<file path="src/rtl/vrf_writeback_sequencer_pkg.sv">
// Shared types and helpers for the VRF write-back path.
package vrf_pkg;

  // Sequencer phases: IDLE waits for an instruction, ACTIVE accepts ALU results,
  // DRAIN empties the result buffer, DONE raises the completion pulse.
  typedef enum logic [1:0] {
    IDLE   = 2'd0,
    ACTIVE = 2'd1,
    DRAIN  = 2'd2,
    DONE   = 2'd3
  } wb_state_t;

  // Width of the LMUL field; register group size is 1 << vmul.
  localparam int VMUL_W = 2;

  // Elements per architectural vector register (32 registers share the BRAM).
  function automatic int elem_per_reg(input int vector_length);
    return vector_length / 32;
  endfunction

endpackage

</file>
<file path="src/rtl/vrf_writeback_sequencer_sync_fifo.sv">
// Synchronous FIFO with registered full/empty and simultaneous push/pop.
// Push while full and pop while empty are dropped.
module sync_fifo #(
  parameter int WIDTH = 8,
  parameter int DEPTH = 8,
  localparam int PW = $clog2(DEPTH),
  localparam int CW = PW + 1
) (
  input  logic             clk,
  input  logic             reset,
  input  logic             push,
  input  logic [WIDTH-1:0] wdata,
  input  logic             pop,
  output logic [WIDTH-1:0] rdata,
  output logic             full,
  output logic             empty
);

  logic [WIDTH-1:0] mem [DEPTH];
  logic [PW-1:0]    wr_ptr;
  logic [PW-1:0]    rd_ptr;
  logic [CW-1:0]    count;
  logic [CW-1:0]    count_nxt;
  logic             do_push;
  logic             do_pop;

  assign do_push = push && !full;
  assign do_pop  = pop && !empty;
  assign rdata   = mem[rd_ptr];

  // Occupancy after this cycle's push/pop, used to register the flags.
  always_comb begin
    count_nxt = count + CW'(do_push) - CW'(do_pop);
  end

  // Pointer and flag state.
  always_ff @(posedge clk) begin
    if (reset) begin
      wr_ptr <= '0;
      rd_ptr <= '0;
      count  <= '0;
      full   <= 1'b0;
      empty  <= 1'b1;
    end else begin
      if (do_push) wr_ptr <= wr_ptr + PW'(1);
      if (do_pop)  rd_ptr <= rd_ptr + PW'(1);
      count <= count_nxt;
      full  <= (count_nxt == CW'(DEPTH));
      empty <= (count_nxt == '0);
    end
  end

  // Storage array; contents need no reset because the flags gate every read.
  always_ff @(posedge clk) begin
    if (do_push) mem[wr_ptr] <= wdata;
  end

endmodule

</file>
<file path="src/rtl/vrf_writeback_sequencer.sv">
// Collects ALU results for one vector instruction and streams them into the
// VRF BRAM write port for destination register vd, with a small result buffer
// absorbing write-port stalls.
module vrf_writeback_sequencer
  import vrf_pkg::*;
#(
  parameter int VECTOR_LENGTH = 1024,
  parameter int DATA_WIDTH    = 32,
  parameter int FIFO_DEPTH    = 8,
  localparam int AW = $clog2(VECTOR_LENGTH),
  localparam int LW = $clog2(VECTOR_LENGTH) + 1
) (
  input  logic                  clk,
  input  logic                  reset,
  input  logic                  start_i,
  input  logic [4:0]            vd_address_i,
  input  logic [VMUL_W-1:0]     vmul_i,
  input  logic [LW-1:0]         vector_length_i,
  input  logic [DATA_WIDTH-1:0] alu_result_i,
  input  logic                  alu_mask_i,
  input  logic                  alu_valid_i,
  output logic                  alu_ready_o,
  input  logic                  BRAM_w_stall_i,
  output logic [AW-1:0]         BRAM_w_address_o,
  output logic [DATA_WIDTH-1:0] BRAM_wdata_o,
  output logic                  BRAM_we_o,
  output logic                  ready_o,
  output logic                  done_o
);

  localparam int ELEM_PER_REG = elem_per_reg(VECTOR_LENGTH);

  typedef struct packed {
    logic [LW-1:0]         idx;
    logic                  mask;
    logic [DATA_WIDTH-1:0] data;
  } wb_entry_t;

  // Oversized lengths saturate to the size of the register group.
  function automatic logic [LW-1:0] sat_len(input logic [LW-1:0] req,
                                            input logic [VMUL_W-1:0] vmul);
    logic [LW-1:0] cap;
    cap = LW'(ELEM_PER_REG) << vmul;
    return (req > cap) ? cap : req;
  endfunction

  function automatic logic [AW-1:0] reg_base(input logic [4:0] vd);
    return AW'(vd) * AW'(ELEM_PER_REG);
  endfunction

  // Address arithmetic is modulo the BRAM depth, so groups wrap past v31.
  function automatic logic [AW-1:0] elem_addr(input logic [AW-1:0] base,
                                              input logic [LW-1:0] idx);
    return AW'(LW'(base) + idx);
  endfunction

  wb_state_t             state;
  logic [LW-1:0]         len_q;
  logic [AW-1:0]         base_q;
  logic [LW-1:0]         acc_cnt;
  logic [LW-1:0]         ret_cnt;
  logic [LW-1:0]         start_len;
  logic                  accept;
  logic                  fifo_full;
  logic                  fifo_empty;
  wb_entry_t             push_entry;
  wb_entry_t             head_p0;
  logic                  pop_p0;
  logic                  vld_p1;
  logic [AW-1:0]         addr_p1;
  logic [DATA_WIDTH-1:0] data_p1;

  assign start_len   = sat_len(vector_length_i, vmul_i);
  // Ready depends only on registered state, never on alu_valid_i or on a pop.
  assign alu_ready_o = (state == ACTIVE) && !fifo_full && (acc_cnt < len_q);
  assign accept      = alu_valid_i && alu_ready_o;
  assign pop_p0      = !fifo_empty && !BRAM_w_stall_i;
  assign ready_o     = (state == IDLE);
  assign done_o      = (state == DONE);

  assign push_entry = '{idx: acc_cnt, mask: alu_mask_i, data: alu_result_i};

  sync_fifo #(
    .WIDTH($bits(wb_entry_t)),
    .DEPTH(FIFO_DEPTH)
  ) u_fifo (
    .clk   (clk),
    .reset (reset),
    .push  (accept),
    .wdata (push_entry),
    .pop   (pop_p0),
    .rdata (head_p0),
    .full  (fifo_full),
    .empty (fifo_empty)
  );

  // Control: instruction latch, accept/retire counters and phase sequencing.
  always_ff @(posedge clk) begin
    if (reset) begin
      state   <= IDLE;
      len_q   <= '0;
      base_q  <= '0;
      acc_cnt <= '0;
      ret_cnt <= '0;
    end else begin
      if (accept) acc_cnt <= acc_cnt + LW'(1);
      if (pop_p0) ret_cnt <= ret_cnt + LW'(1);
      case (state)
        IDLE: begin
          if (start_i) begin
            len_q   <= start_len;
            base_q  <= reg_base(vd_address_i);
            acc_cnt <= '0;
            ret_cnt <= '0;
            state   <= (start_len == '0) ? DONE : ACTIVE;
          end
        end
        ACTIVE:  if (acc_cnt == len_q) state <= DRAIN;
        // ret_cnt reaches len in the pop cycle; its write beat is on the
        // outputs while this compare is true, so DONE follows the last beat.
        DRAIN:   if (ret_cnt == len_q) state <= DONE;
        DONE:    state <= IDLE;
        default: state <= IDLE;
      endcase
    end
  end

  // Stage p0 -> p1: registered BRAM write beat from the popped FIFO head.
  always_ff @(posedge clk) begin
    if (reset) begin
      vld_p1  <= 1'b0;
      addr_p1 <= '0;
      data_p1 <= '0;
    end else begin
      vld_p1 <= pop_p0 && head_p0.mask;
      if (pop_p0) begin
        addr_p1 <= elem_addr(base_q, head_p0.idx);
        data_p1 <= head_p0.data;
      end
    end
  end

  assign BRAM_we_o        = vld_p1;
  assign BRAM_w_address_o = addr_p1;
  assign BRAM_wdata_o     = data_p1;

endmodule

</file>
<file path="config.mk">
export PLATFORM = sky130hd
export DESIGN_NAME = vrf_writeback_sequencer
export DESIGN_NICKNAME = d
export VERILOG_FILES = /design/src/rtl/vrf_writeback_sequencer_pkg.sv /design/src/rtl/vrf_writeback_sequencer_sync_fifo.sv /design/src/rtl/vrf_writeback_sequencer.sv
export SDC_FILE = /design/constraint.sdc
export NUM_CORES = 1
export LEC_CHECK = 0
export ABC_CLOCK_PERIOD_IN_PS = 11350
export CORE_ASPECT_RATIO = 1.25
export CORE_MARGIN = 2
export CORE_UTILIZATION = 39
export CTS_CLUSTER_DIAMETER = 200
export DETAILED_ROUTE_END_ITERATION = 6
export SKIP_CTS_REPAIR_TIMING = 1
export SLEW_MARGIN = 0
export SYNTH_ARGS = -nofsm -noshare
export SYNTH_HDL_FRONTEND = slang
export SYNTH_HIERARCHICAL = 1
export SYNTH_SLANG_ARGS = --single-unit
</file>
<file path="constraint.sdc">
create_clock -name clk -period 11.35 [get_ports clk]
set_clock_uncertainty 0.1 [all_clocks]
set_input_delay 2.27 -clock clk [delete_from_list [all_inputs] [get_ports clk]]
set_output_delay 2.27 -clock clk [all_outputs]
set_load 0.03 [all_outputs]
</file>
======== Word-level counts from Yosys, hierarchy flattened ========
Memory sizes are Yosys's and may differ from the RTL's. A register that Yosys moved wholly into a read port is not among the register bits.
Index checks and enable logic that the tools add are counted.
word-level totals
  memory bits (writable) .................. 352
  output and inout port bits .............. 46
  bits in registers ....................... 95
  word-level logic and storage cells ...... 64
  memories ................................ 1
  input bits .............................. 56
  latch bits .............................. 0
  ROM bits ................................ 0
memory list
  name        words  width  rd ports  clocked after memory_dff  write ports  line                                     source
  u_fifo.mem  8      44     1         1                         1            vrf_writeback_sequencer_sync_fifo.sv:19  logic [WIDTH-1:0] mem [DEPTH];
operators by class
  eq/ne operators ......................... 9
  add/subtract/negate cells ............... 7
  reductions and logical operators ........ 15
  multiply operators ...................... 0
  order comparisons ....................... 2
  div/mod/pow operators ................... 0
  shift operators ......................... 1
  multiplexer cells ....................... 16
  bitwise logic cells ..................... 0
operators by type and width
  operator               count
  $mux 11                7
  $add 11x1->11 const B  2
  $eq 11x11->1           2
  $gt 11x11->1           1
  $logic_not 11->1       1
  $lt 11x11->1           1
  $shl 6x2->11 const A   1
  $add 10x10->10         1
  $mux 2                 4
  $pmux 2 s4             1
  $logic_and 1x1->1      7
  $add 3x1->3 const B    2
  $mux 3                 2
  $add 4x1->4            1
  $eq 2x2->1 const B     2
  $eq 4x4->1 const B     1
  $logic_not 4->1        1
  $ne 2x2->1 const B     2
  $sub 4x1->4            1
  $logic_not 1->1        3
  $reduce_and 3->1       1
  $eq 2x1->1 const B     1
  $logic_not 2->1        1
  $mux 1                 2
  other kinds (2)        2

======== Longest topological paths before layout ========
  depth in word-level cells ............... 8
  depth in mapped cells ................... 14
  mapped depth without buffers ............ 13

======== Modules after synthesis ========
The synthesis kept the hierarchy.
by module, submodules not included
  module                   times used  seq. area each (µm²)  area each (µm²)  cells each
  sync_fifo                1           10870.4               13957.1          585
  vrf_writeback_sequencer  1           1661.6                3818.7           455

======== Least setup slack after synthesis ========
No wires, ideal clock.
  kind .................................... in2reg
  start ................................... input port alu_valid_i
  end ..................................... memory u_fifo/mem[0][0] (netlist name), enable pin
  arrival time ............................ 6.194 ns
  setup time .............................. 0.500 ns
  cell stages on the path ................. 6
  required time ........................... 10.750 ns
  path buffers ............................ 1
  setup slack ............................. 4.556 ns
  cells stage by stage .................... inv_1 a211oi_4 nor2b_1 clkbuf_1 nand2b_1 nor3_1
on the way
  longest elaborated chain between the ends .. 4
ends and longest elaborated chain
  what                          line                                     source
  from (decl)                   vrf_writeback_sequencer.sv:21            input logic alu_valid_i,
  $logic_and 1x1->1             vrf_writeback_sequencer.sv:76            assign accept = alu_valid_i && alu_ready_o;
  net accept                    vrf_writeback_sequencer.sv:63            logic accept;
  $logic_and 1x1->1             vrf_writeback_sequencer_sync_fifo.sv:27  assign do_push = push && !full;
  $mux 1                        vrf_writeback_sequencer_sync_fifo.sv:55  if (do_push) mem[wr_ptr] <= wdata;
  $mux 1 (not written as such)  vrf_writeback_sequencer_sync_fifo.sv:55
  to (decl)                     vrf_writeback_sequencer_sync_fifo.sv:19
The timed path passes the listed nets, and every way through them passes these cells.

======== Worst setup path in the final report ========
  start ................................... register acc_cnt[2]
  end ..................................... output port alu_ready_o
on the way
  longest elaborated chain between the ends .. 2
ends and longest elaborated chain
  what                    line                            source
  from (decl)             vrf_writeback_sequencer.sv:60   logic [LW-1:0] acc_cnt;
  from (signal assigned)  vrf_writeback_sequencer.sv:106  if (accept) acc_cnt <= acc_cnt + LW'(1);
  $lt 11x11->1            vrf_writeback_sequencer.sv:75   assign alu_ready_o = (state == ACTIVE) && !fifo_full && (acc_cnt < len_q);
  $logic_and 1x1->1       vrf_writeback_sequencer.sv:75
  to (decl)               vrf_writeback_sequencer.sv:22   output logic alu_ready_o,
Every way passes these cells.

==> out/results.ini <==
[global_route]
grt_pass1_wl_um=54700
grtUsageTotal_pct=15.3
grt_max_degree=65
grt_pass1_vias=9362
grt-ovfl-total=0
antenna_found_initial=0

[worst_setup_path]
reg2reg_depth=9
r2r_start=acc_cnt[2]$_SDFF_PP0_
path_cells=ha_1, a21o_1, a21o_1, a211o_4, a21oi_1, clkdlybuf4s50_1
critPathLaunchType=flip-flop
cp_top_family=compound AO/OA/AOI/OAI gates
r2r_slack_ns=6.38
cpPeakStageDelay_ns=0.71
path_max_fanout=13
crit_arrival_ns=3.23
worstSetupPathType=reg2out
slowest_stage=clkdlybuf4s50_1
crit_buf_inv=1
required_ns=8.98
cp_common_cell=a21o_1
worst_r2r_endpoint=u_fifo/mem[0][10]$_DFFE_PP_
endpoint_kind=primary output

[clock_tree]
numCtsBuffers=44
tritoncts=done
root_buffer=clkbuf_16
clk_pin_slew_ns=0.06
clk_latency_ns=0.55
cts.sink_count=442
clk_path_buf_depth=3
ctsHtreeMaxLevel=2

[drt]
wire_per_inst_um=20.2
dr_total_vias=9033
ant_nets=0
drt_wl_total_um=35500
drc=0
drt_iter0_drc=458
firstDrtPassIters=6
vias_per_cell=5.15

[place]
place_worst_setup_slack_ns=5.19
gp_congestion=0.776
place_inst=1671
place_hpwl_um=21100
placed_area_um2=19100
port_buffers=101

[outcome]
status=complete, no violations

[logic_synthesis]
yosys_warnings=6
synth_fp_nets=1117
syn_inst=1029
netlist_area_um2=17500
syn_avg_cell_area_um2=17.0

[worst_hold_path]
hold_end=BRAM_wdata_o[20]$_SDFFE_PP0P_
min_path_cells=2
holdCritStartpoint=BRAM_wdata_o[20]$_SDFFE_PP0P_
min_path_type=reg2reg

[sta]
finalHoldViolCount=0
finalSetupViolCount=0
slew_headroom_pct=24.2
finalWorstSetupSlack_ns=5.75
fmax_mhz=179
setup_tns_ns=0
min_period_ns=5.60
tightest_slew_ns=1.13
rsz0062_at_grt=no
finalCritPeriodShare_pct=49.3
slew_viol_final=0
hold_ws_ns=0.351

[floorplan]
die_x_um=193
die-area_um2=46500
die_h_um=241
rows=86
io_pins=102
coreArea_um2=44100
initial_core_util_pct=39.6

[layout]
drive_gt1_share_pct=20.2
fin_cells=1753
layout_common_cells=edfxtp_1, clkdlybuf4s50_1, nand2_1, dfxtp_1, mux4_2
fin_nets=1233
num_antenna_cells=0
seqCellArea_um2=12300
multiInputGateArea_um2=4910
final_common_cell=edfxtp_1
n_fill_cell=3799
fin_area_um2=20600
area_growth_pct=17.8

[run]
cap_viol_max_count=0

[pwr]
irDropWorstVdd_v=0.000132
cellPowerDensity_nw_per_um2=182
leakagePower_nw=6.71

[worst min-delay path: stages (launching register included)]
cell,delay (ns)
dfxtp_1,0.30
nand2_1,0.05
a21oi_1,0.05
[worst max path at each step]
stage / start / endpoint / slack [ns] / depth (start not counted)
after floorplan: alu_valid_i / u_fifo/mem[0][0]$_DFFE_PP_ / 4.63 / 6
after global placement: alu_valid_i / u_fifo/mem[0][10]$_DFFE_PP_ / 5.29 / 7
final: acc_cnt[2]$_SDFF_PP0_ / alu_ready_o / 5.75 / 6
after CTS: acc_cnt[2]$_SDFF_PP0_ / alu_ready_o / 5.71 / 6
after global routing: alu_valid_i / u_fifo/mem[0][11]$_DFFE_PP_ / 5.54 / 7
after detailed placement: alu_valid_i / u_fifo/mem[0][32]$_DFFE_PP_ / 5.19 / 7
[power by group]
group	switching [W]	leakage (nW)	total [W]	internal, W
Clock	0.000598	0.734	0.00145	0.000849
Combinational	0.000260	2.08	0.000466	0.000206
Sequential	0.0000416	3.89	0.00183	0.00179
Total	0.000899	6.71	0.00374	0.00284
[flip-flops by register name (all words and copies together), names as in the netlist, named ones only]
signal	flops
u_fifo/empty	1
len_q	11
base_q	5
BRAM_we_o	1
state	2
BRAM_w_address_o	10
u_fifo/mem	344
u_fifo/wr_ptr	3
BRAM_wdata_o	32
acc_cnt	11
u_fifo/full	1
u_fifo/count	4
ret_cnt	11
u_fifo/rd_ptr	3
[routing by layer]
layer  vias up  global-route usage (%)  routed length, um
met1      4609                    18.9              15000
li1       4188                       -                  -
met4         0                    4.21                679
met5         -                       0                  0
met3        49                    2.75               1320
met2       187                    27.8              18500
[through the flow]
stage / util, % / power [W]
2_1_floorplan: - / 0.00218
3_3_place_gp: 43.4 / 0.00233
3_5_place_dp: 43.4 / 0.00234
4_1_cts: 46.7 / 0.00380
5_1_grt: 46.7 / 0.00390
6_report: 46.7 / 0.00374
[cell type report]
type / instances / share of cell area [%]
repair buffers: 116 / 5.43
multi-input cells: 518 / 23.9
flip-flops and latches: 442 / 59.7
clock inverters: 19 / 0.741
inverters: 23 / 0.419
well taps: 572 / 3.48
clock buffers: 63 / 6.35
Power figures use the tool's default switching activity.
